### config.mk
export PLATFORM = sky130hd
export DESIGN_NAME = spi_duty_receiver
export DESIGN_NICKNAME = d
export VERILOG_FILES = /design/src/rtl/slave_pkg.sv /design/src/rtl/bit_synchronizer.sv /design/src/rtl/spi_duty_receiver.sv
export SDC_FILE = /design/constraint.sdc
export NUM_CORES = 1
export LEC_CHECK = 0
export CORE_MARGIN = 2
export CORE_UTILIZATION = 55
export CTS_CLUSTER_DIAMETER = 120
export DETAILED_ROUTE_END_ITERATION = 10
export PLACE_DENSITY = 0.76
export SLEW_MARGIN = 10
export SYNTH_ARGS = -nofsm -noshare
export SYNTH_HDL_FRONTEND = slang
export SYNTH_SLANG_ARGS = --single-unit
### constraint.sdc
create_clock -name clock -period 1.6 [get_ports clock]
set_input_delay 0.24 -clock clock [delete_from_list [all_inputs] [get_ports clock]]
set_output_delay 0.24 -clock clock [all_outputs]
set_load 0.03 [all_outputs]
### src/rtl/slave_pkg.sv
// Shared types and constants for the slave-board SPI duty receiver.
package slave_pkg;

    typedef enum logic [1:0] {IDLE, SHIFT, DONE} spi_state_t;

    localparam int FRAME_BITS = 8;
    localparam int DUTY_W     = 4;

    localparam logic [3:0] CMD_SET_DEFAULT    = 4'hA;
    localparam logic [3:0] STATUS_TAG_DEFAULT = 4'h5;

    typedef logic [DUTY_W-1:0] duty_t;

endpackage

### src/rtl/bit_synchronizer.sv
// Multi-flop synchronizer that brings one asynchronous bit into the clock domain.
module bit_synchronizer #(
    parameter int STAGES = 2
) (
    input  logic clock,
    input  logic reset,
    input  logic d,
    output logic q
);

    logic [STAGES-1:0] sync_q;

    always_ff @(posedge clock) begin
        if (reset) begin
            sync_q <= '0;
        end else begin
            sync_q[0] <= d;
            for (int i = 1; i < STAGES; i++) begin
                sync_q[i] <= sync_q[i-1];
            end
        end
    end

    assign q = sync_q[STAGES-1];

endmodule

### src/rtl/spi_duty_receiver.sv
// Mode-0 SPI slave that captures a 4-bit duty code for the PWM stage and
// echoes the held duty on MISO during every frame.
module spi_duty_receiver
    import slave_pkg::*;
#(
    parameter int         SYNC_STAGES = 2,
    parameter logic [3:0] CMD_SET     = CMD_SET_DEFAULT,
    parameter logic [3:0] STATUS_TAG  = STATUS_TAG_DEFAULT,
    parameter logic [3:0] DUTY_RESET  = 4'h0
) (
    input  logic  clock,
    input  logic  reset,
    input  logic  spi_sclk,
    input  logic  spi_mosi,
    input  logic  spi_cs_n,
    output logic  spi_miso,
    output duty_t duty,
    output logic  duty_update,
    output logic  frame_error
);

    logic sclk_s, mosi_s, cs_n_s;
    logic sclk_d, cs_n_d;

    bit_synchronizer #(.STAGES(SYNC_STAGES)) u_sync_sclk (
        .clock(clock), .reset(reset), .d(spi_sclk), .q(sclk_s)
    );
    bit_synchronizer #(.STAGES(SYNC_STAGES)) u_sync_mosi (
        .clock(clock), .reset(reset), .d(spi_mosi), .q(mosi_s)
    );
    bit_synchronizer #(.STAGES(SYNC_STAGES)) u_sync_cs_n (
        .clock(clock), .reset(reset), .d(spi_cs_n), .q(cs_n_s)
    );

    logic sclk_rise, sclk_fall, cs_rise;

    assign sclk_rise = sclk_s & ~sclk_d;
    assign sclk_fall = ~sclk_s & sclk_d;
    assign cs_rise   = cs_n_s & ~cs_n_d;

    spi_state_t                state;
    logic [3:0]                bit_cnt;
    logic [FRAME_BITS-1:0]     rx_sr;
    logic [FRAME_BITS-1:0]     tx_sr;
    // Set once cs_n has been seen high; a frame may only start while armed.
    // This also catches a cs_n fall that lands during DONE.
    logic                      armed;

    always_ff @(posedge clock) begin
        if (reset) begin
            sclk_d      <= 1'b0;
            cs_n_d      <= 1'b0;
            state       <= IDLE;
            bit_cnt     <= '0;
            rx_sr       <= '0;
            tx_sr       <= '0;
            armed       <= 1'b0;
            spi_miso    <= 1'b0;
            duty        <= DUTY_RESET;
            duty_update <= 1'b0;
            frame_error <= 1'b0;
        end else begin
            sclk_d      <= sclk_s;
            cs_n_d      <= cs_n_s;
            armed       <= armed | cs_n_s;
            duty_update <= 1'b0;
            frame_error <= 1'b0;

            case (state)
                IDLE: begin
                    spi_miso <= 1'b0;
                    if (!cs_n_s && armed) begin
                        state    <= SHIFT;
                        armed    <= 1'b0;
                        bit_cnt  <= '0;
                        tx_sr    <= {STATUS_TAG, duty};
                        spi_miso <= STATUS_TAG[3];
                    end
                end

                SHIFT: begin
                    if (cs_rise) begin
                        state    <= DONE;
                        spi_miso <= 1'b0;
                    end else if (!cs_n_s) begin
                        if (sclk_rise) begin
                            rx_sr <= {rx_sr[FRAME_BITS-2:0], mosi_s};
                            if (bit_cnt != 4'd9) begin
                                bit_cnt <= bit_cnt + 4'd1;
                            end
                        end
                        if (sclk_fall) begin
                            tx_sr    <= tx_sr << 1;
                            spi_miso <= (bit_cnt < 4'(FRAME_BITS)) ? tx_sr[FRAME_BITS-2] : 1'b0;
                        end
                    end
                end

                DONE: begin
                    state    <= IDLE;
                    spi_miso <= 1'b0;
                    if (bit_cnt == 4'(FRAME_BITS) && rx_sr[7:4] == CMD_SET) begin
                        duty        <= rx_sr[3:0];
                        duty_update <= 1'b1;
                    end else if (bit_cnt != 4'd0) begin
                        frame_error <= 1'b1;
                    end
                end

                default: begin
                    state    <= IDLE;
                    spi_miso <= 1'b0;
                end
            endcase
        end
    end

endmodule

==> results of run 1 <==
==> kinds of logic (layout without fill, tap and decap cells) <==
logic type | after synthesis | in the layout | share of synthesized area, %
muxes | 8 | 8 | 5.748
adders and majority gates | 3 | 3 | 2.536
buffers and inverters | 11 | 31 | 3.550
and+or+nand+nor | 72 | 72 | 27.13
AOI/OAI and AO/OA | 25 | 25 | 10.99
DFF | 37 | 37 | 50.04
==> cell type report <==
class,instances,area (sq um),share of cell area (%)
repair buffers,19,168.9,9.719
inverters,4,15.01,0.8639
flip-flops and latches,37,740.7,42.62
well taps,30,37.54,2.160
multi-input cells,108,686.9,39.52
clock inverters,2,37.54,2.160
clock buffers,6,51.30,2.952
==> cells in the final DEF (no fill, tap or decap), types with 2 or more instances in the layout <==
cell type,synthesis,final
nor3_1,4,4
nor2_1,18,18
clkdlybuf4s50_1,0,4
clkbuf_4,0,5
nor3b_2,2,2
a21boi_1,2,2
ha_1,3,3
nand3b_1,2,2
buf_4,0,8
nand2b_1,5,5
a21bo_1,2,2
a211oi_1,3,3
dfxtp_1,37,37
mux2i_1,7,7
a21oi_1,11,11
dlymetal6s2s_1,0,2
dlygate4sd2_1,0,5
inv_1,4,4
nand2_1,12,12
nand3_1,11,11
nor2b_1,9,9
==> routing by layer <==
metal  global-route usage, %  share of wire [%]  vias up
met4                   7.483                1.3        0
met5                       0                  0        -
met1                   22.39                 45      525
met3                   6.977                6.9        4
li1                        -                  -      578
met2                   28.91                 47       33
==> state kept, by name, indices dropped and copies added (netlist names) <==
signal	flops
u_sync_cs_n.sync_q	2
cs_n_d	1
u_sync_sclk.sync_q	2
duty_update	1
spi_miso	1
bit_cnt	4
u_sync_mosi.sync_q	2
sclk_d	1
duty	4
state	2
armed	1
frame_error	1
tx_sr	7
rx_sr	8
==> power breakdown <==
part | internal (W) | total [W] | switching, W
Clock | 0.000371 | 0.000688 | 0.000317
Combinational | 0.0000361 | 0.0000742 | 0.0000380
Sequential | 0.000936 | 0.000944 | 0.00000869
Total | 0.00134 | 0.00171 | 0.000364
==> worst max-delay path: stages (launching register included) <==
cell	delay [ns]
dfxtp_1	0.36
inv_1	0.09
ha_1	0.14
nand2b_1	0.11
nor4b_4	0.28
buf_4	0.18
mux2i_1	0.21
nor2_1	0.07
==> worst paths after layout <==
path / end / cells past startpoint / slack [ns]
min reg2reg: u_sync_cs_n.sync_q[1]$_SDFF_PP0_ / 1 / 0.45
min: u_sync_sclk.sync_q[0]$_SDFF_PP0_ / 2 / 0.44
max reg2reg: duty[0]$_SDFFE_PP0P_ / 7 / 0.07
max: duty[0]$_SDFFE_PP0P_ / 7 / 0.07
==> through the flow <==
step                std cells  hold slack, ns  area (sq um)  utilization [%]  setup slack [ns]
floorplan                 156          0.3116          1480                -            0.1959
global placement          197          0.4167          1643            65.13           0.06184
detailed placement        197          0.4318          1643            65.13           0.01677
CTS                       205          0.4247          1725            68.40          0.004898
global route              206          0.4248          1738            68.90           0.02096
finish                    206          0.4412          1738            68.90           0.06926
==> repair_timing <==
item                       4_1_cts  5_1_grt
setup endpoints to repair        5        4
hold buffers                     0        0
pin swaps                        0        1
setup buffers                    0        1
gates resized for setup          5        2
==> flow_summary.json, run 1 <==
{
  "cts_max_level": 2,
  "clk_pin_slew_ns": 0.12,
  "period_minus_slack_ns": 1.531,
  "cts.sinks": 37,
  "vdd_drop_max_uv": 867.3,
  "n_fill_cell": 210,
  "synth-edff-count": 0,
  "synth_cell_type_count": 36,
  "clk_path_buf_depth": 2,
  "gr-total-overflow": 0,
  "hp-class": "input pin to flop",
  "post-route-period-util_pct": 95.67,
  "drt-pass1-iter-count": 4,
  "critPathArrivalTime_ns": 1.77,
  "yosysTopAreaCellShare_pct": 50.04,
  "worst_pin_slew_ns": 0.4166,
  "place_hpwl_mm": 1.861,
  "synth-warning-count": 0,
  "drc_errors": 0,
  "root_buffer": "clkbuf_4",
  "wl_per_cell_um": 12.95,
  "globalplace.congestion": 0.8487,
  "area_delta_synth_final_pct": 17.41,
  "synth_area_sq_um": 1480,
  "syn_inst": 156,
  "total_power_w": 0.001707,
  "status": "finished clean",
  "ant_nets": 0,
  "power_density_nw_per_um2": 982.1,
  "cts_buffers": 5,
  "initial_utilization_pct": 58.68,
  "end_kind": "flop",
  "ys_seq_area_share_pct": 50.04,
  "p_leak_nw": 0.6855,
  "clkLatencyLatePin_ns": 0.35,
  "vias_per_cell": 5.534,
  "vias": 1140,
  "synth.largest_area_cell": "dfxtp_1",
  "cts_tree": "done",
  "grt_pass1_wl_mm": 4.367,
  "grt_usage_pct": 18.27,
  "max_cap_viol_count": 0,
  "die_w_um": 55.88,
  "ys_ff_latch": 37,
  "dieHeight_um": 55.88,
  "cp_max_fo": 4,
  "rows": 18,
  "finalHoldViolations": 0,
  "synthArstFlopShare_pct": 0,
  "nNetsFinal": 183,
  "fmax_ghz": 0.6533,
  "avgSynthCellArea_sq_um": 9.488,
  "critPathKind": "flop to flop",
  "drive_above_1_share_pct": 12.50,
  "clock_skew_ns": 0.01377,
  "diodes": 0,
  "worst_setup_path_start_kind": "flop",
  "startpoint": "bit_cnt[1]$_SDFFE_PP0P_",
  "synth_area_leaders": "dfxtp_1 (50%), mux2i_1 (4.7%), nor2_1 (4.6%), nor2b_1 (3.8%), a21oi_1 (3.7%)",
  "critPathRequiredTime_ns": 1.84,
  "rsz0062_at_grt": "false",
  "grt_max_degree": 31,
  "slew_headroom_pct": 72.17,
  "final_max_slew_viol_count": 0,
  "synth_top_flop_cell": "dfxtp_1",
  "drt_wl_total_mm": 2.667,
  "core_sq_um": 2522,
  "hold_start": "spi_sclk",
  "port_buffers": 11,
  "setup-tns-final_ns": 0,
  "drt_iter0_drc": 50,
  "synth_common_cells": "dfxtp_1 (37), nor2_1 (18), nand2_1 (12)",
  "first_global_vias": 1014,
  "antenna_found_initial": 0,
  "reg2reg_from": "bit_cnt[1]$_SDFFE_PP0P_",
  "dieArea_sq_um": 3122,
  "setup_viol": 0,
  "yosysMostFrequentCell": "dfxtp_1",
  "syn_nets": 164,
  "io_pins": 12
}
Note: power is estimated with default switching activity, not from simulation.
==> run 2: changes to the inputs <==
Settings changed: MAX_ROUTING_LAYER set to met4, SKIP_CTS_REPAIR_TIMING set to 1.
==> run 2 against run 1 <==
Net effect:
- global-route usage increased by 0.61 points
- design area increased by 1.1%
- worst setup slack improved by 0.0033 ns
- largest power group unchanged
==> flow_summary.json, run 2 (synthesis gave the netlist of run 1 again) <==
{
  "p_leak_nw": 0.7550,
  "clock_skew_ns": 0.01012,
  "cp_max_fo": 4,
  "cts_max_level": 2,
  "power_density_nw_per_um2": 971.8,
  "slew_headroom_pct": 72.78,
  "grt_usage_pct": 18.88,
  "grt_pass1_wl_mm": 4.388,
  "rsz0062_at_grt": "false",
  "post-route-period-util_pct": 95.47,
  "internal_power_w": 0.001343,
  "drt_wl_total_mm": 2.694,
  "pre_cts_ws_ns": 0.01677,
  "area_delta_synth_final_pct": 18.68,
  "n_fill_cell": 204,
  "sw_frac_of_total_pct": 21.32,
  "rows": 18,
  "combPwrFrac_pct": 4.3,
  "grt_max_degree": 31,
  "cts_tree": "done",
  "multi_input_area_sq_um": 686.9,
  "initial_utilization_pct": 58.68,
  "setup_viol": 0,
  "switchingPower_w": 0.0003639,
  "hp-class": "input pin to flop",
  "antenna_found_initial": 0,
  "clk_path_buf_depth": 2,
  "end_kind": "flop",
  "die_w_um": 55.88,
  "status": "finished clean",
  "root_buffer": "clkbuf_4",
  "io_pins": 12,
  "critPathArrivalTime_ns": 1.77,
  "worst_pin_slew_ns": 0.4074,
  "slowest_delay_ns": 0.36,
  "cts_buffers": 5,
  "final_common_cell": "dfxtp_1",
  "finalHoldViolations": 0,
  "gr-total-overflow": 0,
  "whs_ns": 0.4403,
  "p_seq_share_pct": 55.3,
  "ant_nets": 0,
  "drc_errors": 0,
  "drt-pass1-iter-count": 5,
  "largest_reg_flops": 8,
  "first_global_vias": 1016,
  "dieHeight_um": 55.88,
  "port_buffers": 11,
  "top_regs": "rx_sr (8), tx_sr (7)",
  "diodes": 0,
  "mostFrequentLayoutCells": "dfxtp_1 (37), nor2_1 (18), nand2_1 (12)",
  "dieArea_sq_um": 3122,
  "fmax_ghz": 0.6547,
  "vias": 1154,
  "regArea_sq_um": 740.7,
  "critPathRequiredTime_ns": 1.84,
  "clk_pin_slew_ns": 0.12,
  "critPathKind": "flop to flop",
  "wl_per_cell_um": 13.08,
  "top_register": "rx_sr",
  "drive_above_1_share_pct": 12.50,
  "cts.sinks": 37,
  "clockPowerShare_pct": 40.4,
  "clkLatencyLatePin_ns": 0.35,
  "period_minus_slack_ns": 1.527,
  "worst_setup_path_start_kind": "flop",
  "place_hpwl_mm": 1.861,
  "drt_iter0_drc": 30,
  "globalplace.congestion": 0.8621,
  "nNetsFinal": 183,
  "max_cap_viol_count": 0,
  "final_max_slew_viol_count": 0,
  "crit_chain": "inv_1 > ha_1 > nand2b_1 > nor4b_4 > buf_4 > mux2i_1 > nor2_1",
  "vias_per_cell": 5.602,
  "cpMaxStageDelayCell": "dfxtp_1",
  "vdd_drop_max_uv": 865.5,
  "core_sq_um": 2522,
  "total_power_w": 0.001707,
  "fin_ws_ns": 0.07253
}
[run 2: cell types whose count changed in the layout (fill, tap and decap cells not counted), sizes merged]
cell,before,now
dlygate4sd2,5,0
dlymetal6s2s,2,7
[run 2: path summary, 6_finish.rpt]
kind	slack, ns	startpoint	depth (start not counted)	to
max reg2reg	0.07	bit_cnt[1]$_SDFFE_PP0P_	7	duty[0]$_SDFFE_PP0P_
max	0.07	bit_cnt[1]$_SDFFE_PP0P_	7	duty[0]$_SDFFE_PP0P_
min reg2reg	0.45	u_sync_cs_n.sync_q[0]$_SDFF_PP0_	1	u_sync_cs_n.sync_q[1]$_SDFF_PP0_
min	0.44	spi_mosi	2	u_sync_mosi.sync_q[0]$_SDFF_PP0_
[run 2: worst max-delay path, delay by kind of cell (launching register included)]
family / cells / cell delay, ns
adder cells (fa/ha/maj): 1 / 0.14
AND/OR/NAND/NOR: 3 / 0.46
buffers and inverters: 2 / 0.27
multiplexers: 1 / 0.20
flip-flops: 1 / 0.36
[run 2: cell type report]
class | count | area share [%]
sequential | 37 | 42.17
clock buffer | 6 | 2.920
timing repair buffer | 19 | 10.68
inverter | 4 | 0.8547
clock inverter | 2 | 2.137
tap | 30 | 2.137
multi-input combinational | 108 | 39.10
[run 2: power groups by stage]
stage               Clock [W]  Combinational, W  Sequential [W]
floorplan                   0         0.0000524        0.000963
global placement            0         0.0000721        0.000965
detailed placement          0         0.0000744        0.000965
CTS                  0.000704         0.0000746        0.000944
global route         0.000750         0.0000827        0.000946
finish               0.000689         0.0000738        0.000944
[run 2: stage by stage]
step	TNS [ns]	std cells	cell area (sq um)	util (%)
after global routing	0	206	1757	69.64
after floorplan	0	156	1480	-
after CTS	-0.3416	205	1732	68.65
final	0	206	1757	69.64
after detailed placement	0	197	1643	65.13
after global placement	0	197	1643	65.13
[run 2: layer usage]
metal	track usage [%]	wire [um]	vias to the layer above
met1	22.68	1203	537
li1	-	-	576
met4	7.483	60	0
met5	-	0	-
met3	6.977	186	10
met2	28.91	1243	31
